$ cat src/rtl/muldiv_wb_pkg.sv
// Shared types and default sizes for the MulDiv writeback buffer.
package muldiv_wb_pkg;

   localparam int MULDIV_XLEN  = 64;
   localparam int MULDIV_TAG_W = 6;
   localparam int MULDIV_DEPTH = 2;

   typedef struct packed {
      logic [MULDIV_TAG_W-1:0] tag;
      logic [MULDIV_XLEN-1:0]  data;
   } wb_entry_t;

endpackage

$ cat src/rtl/muldiv_wb_fifo.sv
// Ring FIFO with push, pop, flush and occupancy count.
module muldiv_wb_fifo
   import muldiv_wb_pkg::*;
#(
   parameter type entry_t = wb_entry_t,
   parameter int  DEPTH   = MULDIV_DEPTH
) (
   input  logic                       clock,
   input  logic                       reset,
   input  logic                       push,
   input  entry_t                     push_data,
   input  logic                       pop,
   input  logic                       flush,
   output entry_t                     head,
   output logic [$clog2(DEPTH+1)-1:0] count,
   output logic                       full,
   output logic                       empty
);

   localparam int CNT_W = $clog2(DEPTH+1);
   localparam int PTR_W = (DEPTH > 1) ? $clog2(DEPTH) : 1;

   logic [PTR_W-1:0] wr_ptr_q, wr_ptr_d;
   logic [PTR_W-1:0] rd_ptr_q, rd_ptr_d;
   logic [CNT_W-1:0] count_q, count_d;
   entry_t           mem_q [DEPTH];
   entry_t           mem_d [DEPTH];
   logic             do_push;
   logic             do_pop;

   function automatic logic [PTR_W-1:0] ptr_inc(input logic [PTR_W-1:0] p);
      return (p == PTR_W'(DEPTH-1)) ? '0 : p + 1'b1;
   endfunction

   assign full    = (count_q == CNT_W'(DEPTH));
   assign empty   = (count_q == '0);
   assign do_push = push & ~full & ~flush;
   assign do_pop  = pop & ~empty & ~flush;
   assign head    = mem_q[rd_ptr_q];
   assign count   = count_q;

   always_comb begin
      wr_ptr_d = wr_ptr_q;
      rd_ptr_d = rd_ptr_q;
      count_d  = count_q;
      mem_d    = mem_q;
      if (flush) begin
         wr_ptr_d = '0;
         rd_ptr_d = '0;
         count_d  = '0;
      end else begin
         if (do_push) begin
            mem_d[wr_ptr_q] = push_data;
            wr_ptr_d        = ptr_inc(wr_ptr_q);
         end
         if (do_pop) begin
            rd_ptr_d = ptr_inc(rd_ptr_q);
         end
         unique case ({do_push, do_pop})
            2'b10:   count_d = count_q + 1'b1;
            2'b01:   count_d = count_q - 1'b1;
            default: count_d = count_q;
         endcase
      end
   end

   always_ff @(posedge clock) begin
      if (reset) begin
         wr_ptr_q <= '0;
         rd_ptr_q <= '0;
         count_q  <= '0;
      end else begin
         wr_ptr_q <= wr_ptr_d;
         rd_ptr_q <= rd_ptr_d;
         count_q  <= count_d;
      end
   end

   // Storage needs no reset; the head is only exposed when count is nonzero.
   always_ff @(posedge clock) begin
      mem_q <= mem_d;
   end

endmodule

$ cat src/rtl/muldiv_wb_buffer.sv
// MulDiv writeback buffer: pending tag, error flag, result FIFO.
// Define MULDIV_WB_BYPASS_EN for a zero-latency path around an empty FIFO.
module muldiv_wb_buffer
   import muldiv_wb_pkg::*;
#(
   parameter int XLEN  = MULDIV_XLEN,
   parameter int TAG_W = MULDIV_TAG_W,
   parameter int DEPTH = MULDIV_DEPTH
) (
   input  logic                       clock,
   input  logic                       reset,
   input  logic                       io_req_fire,
   input  logic [TAG_W-1:0]           io_req_tag,
   input  logic                       io_kill,
   input  logic                       io_flush,
   input  logic                       io_mul_resp_valid,
   input  logic [XLEN-1:0]            io_mul_resp_data,
   output logic                       io_mul_resp_ready,
   output logic                       io_wb_valid,
   output logic [TAG_W-1:0]           io_wb_tag,
   output logic [XLEN-1:0]            io_wb_data,
   input  logic                       io_wb_ready,
   output logic [$clog2(DEPTH+1)-1:0] io_count,
   output logic                       io_busy,
   output logic                       io_err
);

   typedef struct packed {
      logic [TAG_W-1:0] tag;
      logic [XLEN-1:0]  data;
   } entry_t;

   logic             pend_valid_q, pend_valid_d;
   logic [TAG_W-1:0] pend_tag_q, pend_tag_d;
   logic             err_q, err_d;

   logic   resp_hs;
   logic   resp_done;
   logic   enq;
   logic   fire_ok;
   logic   fifo_push;
   logic   fifo_pop;
   logic   fifo_full;
   logic   fifo_empty;
   entry_t fifo_head;
   entry_t new_entry;

   assign resp_hs   = io_mul_resp_valid & io_mul_resp_ready;
   assign resp_done = resp_hs & pend_valid_q;
   assign enq       = resp_done & ~io_kill & ~io_flush;
   // A new request is legal once the old op is retired, killed or flushed.
   assign fire_ok   = ~pend_valid_q | resp_done | io_kill | io_flush;
   assign new_entry = '{tag: pend_tag_q, data: io_mul_resp_data};

   always_comb begin
      pend_valid_d = pend_valid_q;
      pend_tag_d   = pend_tag_q;
      err_d        = err_q;
      if (io_req_fire & ~fire_ok) begin
         err_d = 1'b1;
      end
      if (resp_hs & ~pend_valid_q & ~io_kill & ~io_flush) begin
         err_d = 1'b1;
      end
      if (io_req_fire & fire_ok) begin
         pend_valid_d = 1'b1;
         pend_tag_d   = io_req_tag;
      end else if (resp_done | io_kill | io_flush) begin
         pend_valid_d = 1'b0;
      end
   end

   always_ff @(posedge clock) begin
      if (reset) begin
         pend_valid_q <= 1'b0;
         pend_tag_q   <= '0;
         err_q        <= 1'b0;
      end else begin
         pend_valid_q <= pend_valid_d;
         pend_tag_q   <= pend_tag_d;
         err_q        <= err_d;
      end
   end

   assign fifo_pop = io_wb_ready & ~fifo_empty;

`ifdef MULDIV_WB_BYPASS_EN
   logic byp;
   assign byp       = fifo_empty & enq;
   assign fifo_push = enq & ~(byp & io_wb_ready);

   always_comb begin
      io_wb_valid = 1'b0;
      io_wb_tag   = '0;
      io_wb_data  = '0;
      if (!fifo_empty) begin
         io_wb_valid = 1'b1;
         io_wb_tag   = fifo_head.tag;
         io_wb_data  = fifo_head.data;
      end else if (byp) begin
         io_wb_valid = 1'b1;
         io_wb_tag   = new_entry.tag;
         io_wb_data  = new_entry.data;
      end
   end
`else
   assign fifo_push = enq;

   always_comb begin
      io_wb_valid = 1'b0;
      io_wb_tag   = '0;
      io_wb_data  = '0;
      if (!fifo_empty) begin
         io_wb_valid = 1'b1;
         io_wb_tag   = fifo_head.tag;
         io_wb_data  = fifo_head.data;
      end
   end
`endif

   muldiv_wb_fifo #(
      .entry_t (entry_t),
      .DEPTH   (DEPTH)
   ) u_fifo (
      .clock     (clock),
      .reset     (reset),
      .push      (fifo_push),
      .push_data (new_entry),
      .pop       (fifo_pop),
      .flush     (io_flush),
      .head      (fifo_head),
      .count     (io_count),
      .full      (fifo_full),
      .empty     (fifo_empty)
   );

   assign io_mul_resp_ready = ~fifo_full;
   assign io_busy           = pend_valid_q;
   assign io_err            = err_q;

endmodule

$ cat config.mk
export PLATFORM = sky130hd
export DESIGN_NAME = muldiv_wb_buffer
export DESIGN_NICKNAME = d
export VERILOG_FILES = /design/src/rtl/muldiv_wb_pkg.sv /design/src/rtl/muldiv_wb_fifo.sv /design/src/rtl/muldiv_wb_buffer.sv
export SDC_FILE = /design/constraint.sdc
export NUM_CORES = 1
export LEC_CHECK = 0
export ABC_CLOCK_PERIOD_IN_PS = 5600
export CAP_MARGIN = 10
export CORE_ASPECT_RATIO = 1.2
export CORE_UTILIZATION = 35
export DETAILED_ROUTE_END_ITERATION = 10
export PLACE_DENSITY_LB_ADDON = 0.25
export SLEW_MARGIN = 10
export SYNTH_ARGS = -nofsm -noshare
export SYNTH_HDL_FRONTEND = slang
export SYNTH_SLANG_ARGS = --single-unit
$ cat constraint.sdc
create_clock -name clock -period 5.6 [get_ports clock]
set_input_delay 0.56 -clock clock [delete_from_list [all_inputs] [get_ports clock]]
set_output_delay 0.56 -clock clock [all_outputs]
set_load 0.01 [all_outputs]
# == Word level (Yosys, flattened, before mapping) ==
# Cells that the tools add are included.
# classes
magnitude_cmp,3
reduce_logical,7
n_eq_ne,3
muxes,16
bitwise_logic,27
addsub,4
# op_table
op,n
$mux W70,4
$bwmux W140,1
$demux W70 S1,1
$mux W64,1
$and A1 B1 Y1,14
$mux W1,7
$mux W6,1
$not A1 Y1,6
$reduce_bool A2 Y1,3
$or A1 B1 Y1,5
$eq A2 B2 Y1 const B,2
$ge A2 B2 Y1 const B,2
$not A1 Y2,2
$pmux W2 S2,1
$add A1 B1 Y1 const B,2
$add A2 B1 Y2 const B,1
$eq A2 B1 Y1 const B,1
$logic_not A2 Y1,1
$lt A2 B1 Y1 const B,1
$reduce_and A2 Y1,1
$reduce_or A2 Y1,1
$sub A2 B1 Y2 const B,1
$logic_and A1 B1 Y1,1
# word_totals
word_cells,70
ff_bits,152

# == Longest topological paths before layout ==
# Gate-level depths: netlist of the first run.
# logic_depth
word_depth,11
mapped_depth,9

# == Cells and area by module ==
# Synthesis of the first run repeated with hierarchy kept, for this count alone.
# hier_totals
hier_cells,382
hier_area_um2,6226.0
# by_module_without_submodules
mod,area_each_um2,seq_area_each_um2,cells_per_inst,n_inst
muldiv_wb_fifo,5240.0,4284.1,244,1
muldiv_wb_buffer,985.9,160.2,138,1

# == Worst setup path after synthesis of the first run ==
# Ideal clock, no wire load.
# synth_timing
path_kind,input port to flip-flop
from,input io_kill
to,"register u_fifo.mem_q[0] (netlist bit), enable pin"
cell_stages,3
n_path_buf,0
arrival_ps,3839
path_slack_ps,1262
required_time_ps,5101
cell_sequence,nor2_1 nand4_1 nor2_1
# synth_between
elab_chain_len,6
# synth_rtl
item,line_no,source
start: declaration,muldiv_wb_buffer.sv:14,"input logic io_kill,"
$not A1 Y1,muldiv_wb_buffer.sv:50,assign enq = resp_done & ~io_kill & ~io_flush;
$and A1 B1 Y1 (2 in series),muldiv_wb_buffer.sv:50,
$and A1 B1 Y1 (2 in series),muldiv_wb_fifo.sv:37,assign do_push = push & ~full & ~flush;
$reduce_and A2 Y1 (no line),-,
end signal: assignment,muldiv_wb_fifo.sv:81,mem_q <= mem_d;
end: declaration,muldiv_wb_fifo.sv:26,entry_t mem_q [DEPTH];
# No other way between the ends.
# A chain may end at the register's enable or synchronous reset.

# == Worst setup path in the final report of the first run ==
# layout_timing
from,register u_fifo.rd_ptr_q
to,output io_wb_data[16]
# layout_between
elab_chain_len,5
# layout_rtl
item,line_no,source
start: declaration,muldiv_wb_fifo.sv:24,"logic [PTR_W-1:0] rd_ptr_q, rd_ptr_d;"
start signal: assignment,muldiv_wb_fifo.sv:74,rd_ptr_q <= rd_ptr_d;
$not A1 Y2 (not written as such),muldiv_wb_fifo.sv:39,assign head = mem_q[rd_ptr_q];
$mux W70 (not written as such) (3 in series),muldiv_wb_fifo.sv:39,
$mux W64,muldiv_wb_buffer.sv:113,if (!fifo_empty) begin
end: declaration,muldiv_wb_buffer.sv:21,"output logic [XLEN-1:0] io_wb_data,"
# No other way between the ends. The select of a mux whose other input is x is not followed.

==> impl_results.rst, run 1 <==
.. list-table::
   :header-rows: 1

   * - Metric
     - Value
   * - Unrepaired setup endpoints after global routing
     - false
   * - Num CTS Buffers
     - 17
   * - Net count of the mapped netlist
     - 435
   * - Fin Hold WS
     - between 0.4 and 0.5 ns
   * - Final Cell Area
     - slightly above 8000 sq um
   * - Leading cell type by number of instances after synthesis
     - sky130_fd_sc_hd__edfxtp_1
   * - Dpl hpwl
     - slightly below 8 mm
   * - Primary flip-flop cell chosen by synthesis mapping
     - sky130_fd_sc_hd__edfxtp_1
   * - Maximum ir drop on the vdd rail
     - approximately 160 uV
   * - Cell count after synthesis
     - around 360
   * - Total Routing Usage GR
     - 0.1435
   * - Number of endpoints with negative hold slack in the final report
     - 0
   * - Clk Latency, worst-skew pair
     - approximately 0.42 ns
   * - Number of warnings printed during yosys synthesis
     - 0
   * - Share of synthesized flip-flops with an asynchronous set or reset
     - 0
   * - Power density over the cells
     - roughly 300 nW/um^2
   * - Number of antenna violations at the first check in global routing
     - 0
   * - Portion of synthesized cell area occupied by the leading cell type
     - 0.7224
   * - Post-synth design cell area
     - between 5000 and 6000 sq um
   * - Slew at the pin closest to its max-slew limit
     - approximately 0.9 ns
   * - CP startpoint kind
     - register
   * - Post-layout utilization of the core
     - 0.5005
   * - Max Clk Rate
     - between 300 and 400 MHz
   * - Run status
     - completed
   * - Min Clock Period, post-route
     - 3.325 ns
   * - Pin count of the biggest net entering global routing
     - 65
   * - Die Span X
     - between 100 and 150 um
   * - DRC violation count after routing
     - 0
   * - Vert. Die Dim
     - approximately 140 um
   * - First drt pass iteration count
     - 6
   * - Count of endpoints failing setup in the final report
     - 0
   * - First DRT Iteration DRCs
     - between 150 and 200
   * - Total number of clock tree sinks
     - around 150
   * - Ports
     - 153
   * - Via density
     - roughly 4.5
   * - Number of max-slew violations in the final report
     - 0
   * - Number of global-route vias before repair
     - between 3,000 and 4,000
   * - Type of element capturing the critical path
     - output port
   * - Sum of overflow across all layers after global routing
     - 0
   * - Cell accounting for the most synthesized area
     - sky130_fd_sc_hd__edfxtp_1
   * - List of most frequent post-synthesis cells
     - sky130_fd_sc_hd__edfxtp_1 (140), sky130_fd_sc_hd__nor2_1 (78), sky130_fd_sc_hd__mux2i_1 (76), sky130_fd_sc_hd__dfxtp_1 (12), sky130_fd_sc_hd__nand2b_1 (12)
   * - Cell Rows
     - slightly above 50
   * - Setup TNS
     - 0 ns
   * - TritonCTS clock tree
     - yes
   * - Core area
     - 16,270 sq um
   * - Maximum fanout count along the critical path
     - 37
   * - Final cycle utilization of the critical path
     - 0.5937
   * - Sequential cell area fraction in the yosys report
     - 0.7637
   * - DIE AREA
     - between 15,000 and 20,000 sq um
   * - Global-route wire length before repair
     - between 15 and 20 mm
   * - Placement Cell Area
     - approximately 7600 sq um
   * - Level count of the clock H-tree
     - 4
   * - CTS clk-pin slew, worst paths
     - ~0.06 ns
   * - Max transition margin
     - 0.3977
   * - Number of enable-type register cells in the synthesized netlist
     - 140
   * - Routed Wire Length
     - ~12 mm
   * - Register bit total from synthesis
     - 152
   * - Post-Route Skew
     - 0.008237 ns
   * - Antenna-violating nets left
     - 0
   * - Post-CTS setup buffers
     - 0
   * - Count of max-cap constraint violations
     - 0
   * - Buffer levels on the longest clock path
     - 2
   * - Largest cells by area after synthesis
     - sky130_fd_sc_hd__edfxtp_1 (72%), sky130_fd_sc_hd__mux2i_1 (13%), sky130_fd_sc_hd__nor2_1 (5.0%), sky130_fd_sc_hd__dfxtp_1 (4.1%), sky130_fd_sc_hd__nand2b_1 (1.3%)
   * - Quantity of I/O buffers inserted on ports
     - about 150
   * - Global placer's final weighted congestion
     - 0.7259
   * - Post-CTS sizing
     - 0
   * - Data arrival time of the critical path
     - approximately 2.8 ns
   * - Worst Setup Path Type
     - reg -> out
   * - Area grow syn2layout
     - 39.95%
   * - Number of nets at the end of the flow
     - roughly 590
   * - Share of post-route cells with drive strength above 1
     - 0.07970
   * - Kind of path behind the tightest hold check
     - reg -> reg
   * - Vias
     - 3,331
   * - Mean cell area of the mapped netlist
     - roughly 16 sq um
   * - Required @ worst endpoint
     - ~5 ns
   * - Cell leakage power
     - around 2.5 nW
   * - Final routed wire length divided by cell count
     - 16.17 um
   * - Clock Root Buffer
     - sky130_fd_sc_hd__clkbuf_16
   * - Diodes inserted
     - 0
   * - Number of hold buffers added after CTS
     - 0
   * - Number of distinct standard cells referenced by the synthesized netlist
     - 20
   * - Starting Density
     - 0.3576
==> power by group <==
group	switching [mW]	total (mW)	leakage, nW	internal (mW)
clock network	0.466	1.09	0.268	0.619
logic	0.0349	0.0964	0.914	0.0615
registers	0.00437	1.25	1.37	1.25
total	0.505	2.43	2.55	1.93
==> registers in the layout, summed over array words and instances (netlist names) <==
| register | cells |
|---|---|
| u_fifo.wr_ptr_q | 1 |
| u_fifo.mem_q | 140 |
| u_fifo.rd_ptr_q | 1 |
| u_fifo.count | 2 |
| io_busy | 1 |
| pend_tag_q | 6 |
| io_err | 1 |
==> worst paths after layout <==
kind / start / to / slack [ns] / depth (start not counted)
worst max register to register: u_fifo.count[0]$_SDFFE_PP0P_ / u_fifo.mem_q[87]$_DFFE_PP_ / 2.78 / 4
worst min-delay path: pend_tag_q[3]$_SDFFE_PP0P_ / u_fifo.mem_q[67]$_DFFE_PP_ / 0.45 / 0
worst min register to register: pend_tag_q[3]$_SDFFE_PP0P_ / u_fifo.mem_q[67]$_DFFE_PP_ / 0.45 / 0
worst max-delay path: u_fifo.rd_ptr_q$_SDFFE_PP0P_ / io_wb_data[16] / 2.28 / 4
==> metal layers <==
metal | up-vias | track usage | part of all wire
li1 | 1619 | - | -
met1 | 1598 | 0.1648 | 0.41
met2 | 101 | 0.2458 | 0.52
met3 | 13 | 0.03994 | 0.053
met4 | 0 | 0.07105 | 0.020
met5 | - | 0 | 0
==> per-stage QoR <==
step	setup WS [ns]	power (mW)	std cells
after floorplan	1.262	1.300	357
after global placement	2.182	1.371	707
after detailed placement	2.099	1.374	707
after CTS	2.233	2.461	739
after global routing	2.114	2.505	739
final	2.275	2.435	739
==> critical path, stage by stage (launching register included) <==
cell,delay (ns)
sky130_fd_sc_hd__dfxtp_4,0.77
sky130_fd_sc_hd__buf_4,0.62
sky130_fd_sc_hd__mux2i_1,0.20
sky130_fd_sc_hd__nor2_1,0.16
sky130_fd_sc_hd__clkdlybuf4s50_1,0.55
==> cells by family after synthesis <==
logic type	after synthesis	share of synthesized area
compound gates	3	0.007095
buf+inv	21	0.01634
simple gates	99	0.07246
fa+ha+maj	1	0.002150
xor+xnor	5	0.007527
flops	152	0.7637
mux	76	0.1307
==> cell type report <==
type,count,area [sq um]
Sequential cell,152,4448
Multi-Input combinational cell,184,1303
Timing Repair Buffer,156,1551
Clock inverter,15,140.1
Tap cell,212,265.3
Inverter,3,11.26
Fill cell,1392,8128
Clock buffer,17,425.4
==> cells in the final DEF, fill, tap and decap left out, drive strengths merged <==
master | Yosys | final
a2111oi | 1 | 1
a21oi | 1 | 1
a41oi | 1 | 1
buf | 8 | 4
bufinv | 0 | 1
clkbuf | 10 | 17
clkdlybuf4s50 | 0 | 152
clkinv | 0 | 3
clkinvlp | 0 | 4
dfxtp | 12 | 12
edfxtp | 140 | 140
ha | 1 | 1
inv | 3 | 10
mux2i | 76 | 76
nand2 | 2 | 2
nand2b | 13 | 13
nand4 | 1 | 1
nor2 | 78 | 78
nor2b | 1 | 1
nor3 | 4 | 4
xnor2 | 3 | 3
xor2 | 2 | 2
No activity file was read; power rests on OpenSTA's default activity.
==> run 2, diff against run 1 <==
--- a/config.mk
+++ b/config.mk
@@ -5,7 +5,7 @@
 export SDC_FILE = /design/constraint.sdc
 export NUM_CORES = 1
 export LEC_CHECK = 0
-export ABC_CLOCK_PERIOD_IN_PS = 5600
+export ABC_CLOCK_PERIOD_IN_PS = 2950
 export CAP_MARGIN = 10
 export CORE_ASPECT_RATIO = 1.2
 export CORE_UTILIZATION = 35
==> constraint.sdc (replaced) <==
create_clock -name clock -period 2.95 [get_ports clock]
set_input_delay 0.295 -clock clock [delete_from_list [all_inputs] [get_ports clock]]
set_output_delay 0.295 -clock clock [all_outputs]
set_load 0.01 [all_outputs]
==> run 2 against run 1 <==
  * First-iteration DRC count is 12% lower
  * Die area unchanged
  * Non-clock buffer count up 3
  * Final cell count increased by 0.54%
  * Hold slack improved by 0.0049 ns
  * Combinational power grew 90%
  * Largest cell class unchanged
  * Sequential cell count unchanged
  * Via count is 1.1% higher
  * Sequential share of layout area fell by 0.41 points
  * Worst setup slack lost 1.8 ns
  * Critical path depth stayed put
==> impl_results.rst, run 2 (synthesis gave the netlist of run 1 again) <==
.. list-table::
   :header-rows: 1

   * - Metric
     - Value
   * - Startpoint of the lowest-slack hold path
     - io_req_tag[1]
   * - Maximum fanout count along the critical path
     - 22 (-41%)
   * - Worst Setup Path Type
     - reg -> out
   * - Number of hold buffers added after CTS
     - 0 (unchanged)
   * - Maximum ir drop on the vdd rail
     - 255.4 uV (+61%)
   * - Clock Root Buffer
     - sky130_fd_sc_hd__clkbuf_16
   * - Post-place setup slack
     - 0.4840 ns (-1.615 ns)
   * - DRC violation count after routing
     - 0 (unchanged)
   * - Cell Rows
     - 51 (unchanged)
   * - Largest register by flop count
     - u_fifo.mem_q
   * - Final cycle utilization of the critical path
     - 0.8525
   * - Number of global-route vias before repair
     - 3,551 (+2.8%)
   * - Antenna-violating nets left
     - 0 (unchanged)
   * - List of cells traversed by the critical path
     - buf_4, mux2i_1, nor2_1, clkdlybuf4s50_1
   * - CTS clk-pin slew, worst paths
     - 0.06 ns (about the same)
   * - Number of endpoints with negative hold slack in the final report
     - 0 (unchanged)
   * - Min Clock Period, post-route
     - between 2 and 3 ns
   * - Hold path cells
     - 3 (+3)
   * - Post-Route Skew
     - 0.006911 ns (-0.001325 ns)
   * - Sum of overflow across all layers after global routing
     - 0 (unchanged)
   * - Final routed wire length divided by cell count
     - 15.61 um (-3.5%)
   * - Number of placed instances, taps included
     - 710 (+0.42%)
   * - Num CTS Buffers
     - 17 (unchanged)
   * - Dpl hpwl
     - 7.659 mm (-0.35%)
   * - DIE AREA
     - 17,150 sq um (unchanged)
   * - Number of flip-flops under the largest register name
     - 140 (unchanged)
   * - Max Clk Rate
     - ~400 MHz
   * - Type of element capturing the critical path
     - output port
   * - Post-route non-filler standard cell count
     - 743 (+0.54%)
   * - Kind of path behind the tightest hold check
     - in -> reg
   * - Count of endpoints failing setup in the final report
     - 0 (unchanged)
   * - Area grow syn2layout
     - 41.00%
   * - Endpoint of the worst hold-timing path
     - pend_tag_q[1]$_SDFFE_PP0P_
   * - Vias
     - 3,366 (+1.1%)
   * - Buffers and inverters on the worst path
     - 2 (unchanged)
   * - Ports
     - 153 (unchanged)
   * - Data arrival time of the critical path
     - 2.22 ns (-0.54 ns)
   * - Commonest cells after routing, fill and taps aside
     - sky130_fd_sc_hd__clkdlybuf4s50_1 (152), sky130_fd_sc_hd__edfxtp_1 (140), sky130_fd_sc_hd__mux2i_1 (76), sky130_fd_sc_hd__nor2_1 (75), sky130_fd_sc_hd__clkbuf_16 (17)
   * - Tot Pwr
     - 4.602 mW (+89%)
   * - Total number of clock tree sinks
     - 152 (unchanged)
   * - Largest stage delay, worst path
     - 0.62 ns (-0.15 ns)
   * - Reg2reg setup slack
     - 0.88 ns (-1.90 ns)
   * - Total Routing Usage GR
     - 0.1397 (-0.003812)
   * - Launch instance of the worst register-to-register path
     - u_fifo.count[0]$_SDFFE_PP0P_
   * - Number of max-slew violations in the final report
     - 0 (unchanged)
   * - Vert. Die Dim
     - 143.3 um (unchanged)
   * - R2R Path End
     - u_fifo.mem_q[107]$_DFFE_PP_
   * - Post-CTS sizing
     - 0 (unchanged)
   * - Unrepaired setup endpoints after global routing
     - false
   * - Global-route wire length before repair
     - 17.60 mm (-3.1%)
   * - Most frequent standard cell in the layout excluding fill and tap cells
     - sky130_fd_sc_hd__clkdlybuf4s50_1
   * - Core area
     - 16,270 sq um (unchanged)
   * - Share of post-route cells with drive strength above 1
     - 0.07736 (-0.002338)
   * - Dominant delay contributor by cell family on the critical path
     - buffers and inverters
   * - Quantity of I/O buffers inserted on ports
     - 152 (unchanged)
   * - Required @ worst endpoint
     - 2.65 ns (-2.39 ns)
   * - Die Span X
     - 119.7 um (unchanged)
   * - Cell at the slowest stage of the critical path
     - sky130_fd_sc_hd__dfxtp_4
   * - Logic depth of the worst register-to-register path
     - 4 (unchanged)
   * - Routed Wire Length
     - 11.60 mm (-2.9%)
   * - First drt pass iteration count
     - 4 (-2)
   * - Pin count of the biggest net entering global routing
     - 71 (+9.2%)
   * - TritonCTS clock tree
     - yes
   * - Level count of the clock H-tree
     - 4 (unchanged)
   * - Via density
     - 4.530 (+0.51%)
   * - Run status
     - completed
   * - Starting Density
     - 0.3576 (unchanged)
   * - Placement Cell Area
     - 7639 sq um (+0.79%)
   * - Number of nets at the end of the flow
     - 595 (+0.51%)
   * - Final Cell Area
     - 8205 sq um (+0.75%)
   * - CP startpoint kind
     - register
   * - Slew at the pin closest to its max-slew limit
     - 0.6798 ns (-0.2216 ns)
   * - Max transition margin
     - 0.5459 (+0.1482)
   * - Cell leakage power
     - 2.571 nW (+0.91%)
   * - Global placer's final weighted congestion
     - 0.7390 (+1.8%)
   * - Final Worst Setup Slack
     - 0.4351 ns (-1.840 ns)
   * - First DRT Iteration DRCs
     - 145 (-12%)
   * - Number of antenna violations at the first check in global routing
     - 1 (+1)
   * - Fin Hold WS
     - 0.4578 ns (+0.004877 ns)
   * - Buffer levels on the longest clock path
     - 2 (unchanged)
   * - Power density over the cells
     - 560.9 nW/um^2 (+88%)
   * - Count of max-cap constraint violations
     - 0 (unchanged)
   * - Clk Latency, worst-skew pair
     - 0.41 ns (about the same)
   * - Post-CTS setup buffers
     - 0 (unchanged)
==> run 2: worst max-delay path by stage <==
| stage | startpoint | endpoint | cells past startpoint |
|---|---|---|---|
| final | u_fifo.rd_ptr_q$_SDFFE_PP0P_ | io_wb_data[4] | 4 |
| after global routing | u_fifo.rd_ptr_q$_SDFFE_PP0P_ | io_wb_data[12] | 4 |
| after CTS | u_fifo.rd_ptr_q$_SDFFE_PP0P_ | io_wb_data[12] | 4 |
| after detailed placement | io_flush | u_fifo.mem_q[114]$_DFFE_PP_ | 5 |
| after global placement | io_flush | u_fifo.mem_q[115]$_DFFE_PP_ | 5 |
| after floorplan | u_fifo.count[0]$_SDFFE_PP0P_ | u_fifo.mem_q[0]$_DFFE_PP_ | 3 |
==> run 2: worst register-to-register path: cells and delay by family, from the launching register on <==
family	cells	cell delay (ns)
flip-flops	1	0.48
buffers and inverters	1	0.43
AND/OR/NAND/NOR	3	0.79
==> run 2: metal layers <==
metal  vias up  share of wire  global-route usage
li1       1622              -                   -
met1      1628           0.38              0.1500
met2       100           0.55              0.2504
met3        16          0.052             0.03994
met4         0          0.019             0.06974
met5         -              0                   0
==> run 2: cell type report <==
type / instances / area, sq um
Clock inverter: 12 / 127.6
Timing Repair Buffer: 159 / 1612
Clock buffer: 20 / 436.7
Inverter: 3 / 11.26
Antenna cell: 1 / 2.502
Multi-Input combinational cell: 184 / 1303
Fill cell: 1393 / 8066
Sequential cell: 152 / 4448
Tap cell: 212 / 265.3
==> run 2: stage by stage <==
| step | util | TNS [ns] |
|---|---|---|
| finish | 0.5043 | 0 |
| detailed placement | 0.4694 | 0 |
| CTS | 0.5041 | 0 |
| floorplan | - | -29.32 |
| global route | 0.5043 | 0 |
| global placement | 0.4694 | 0 |
==> run 2: power by group <==
part           internal (mW)  switching (mW)
clock                   1.24           0.798
combinational          0.118          0.0651
sequential              2.37         0.00888
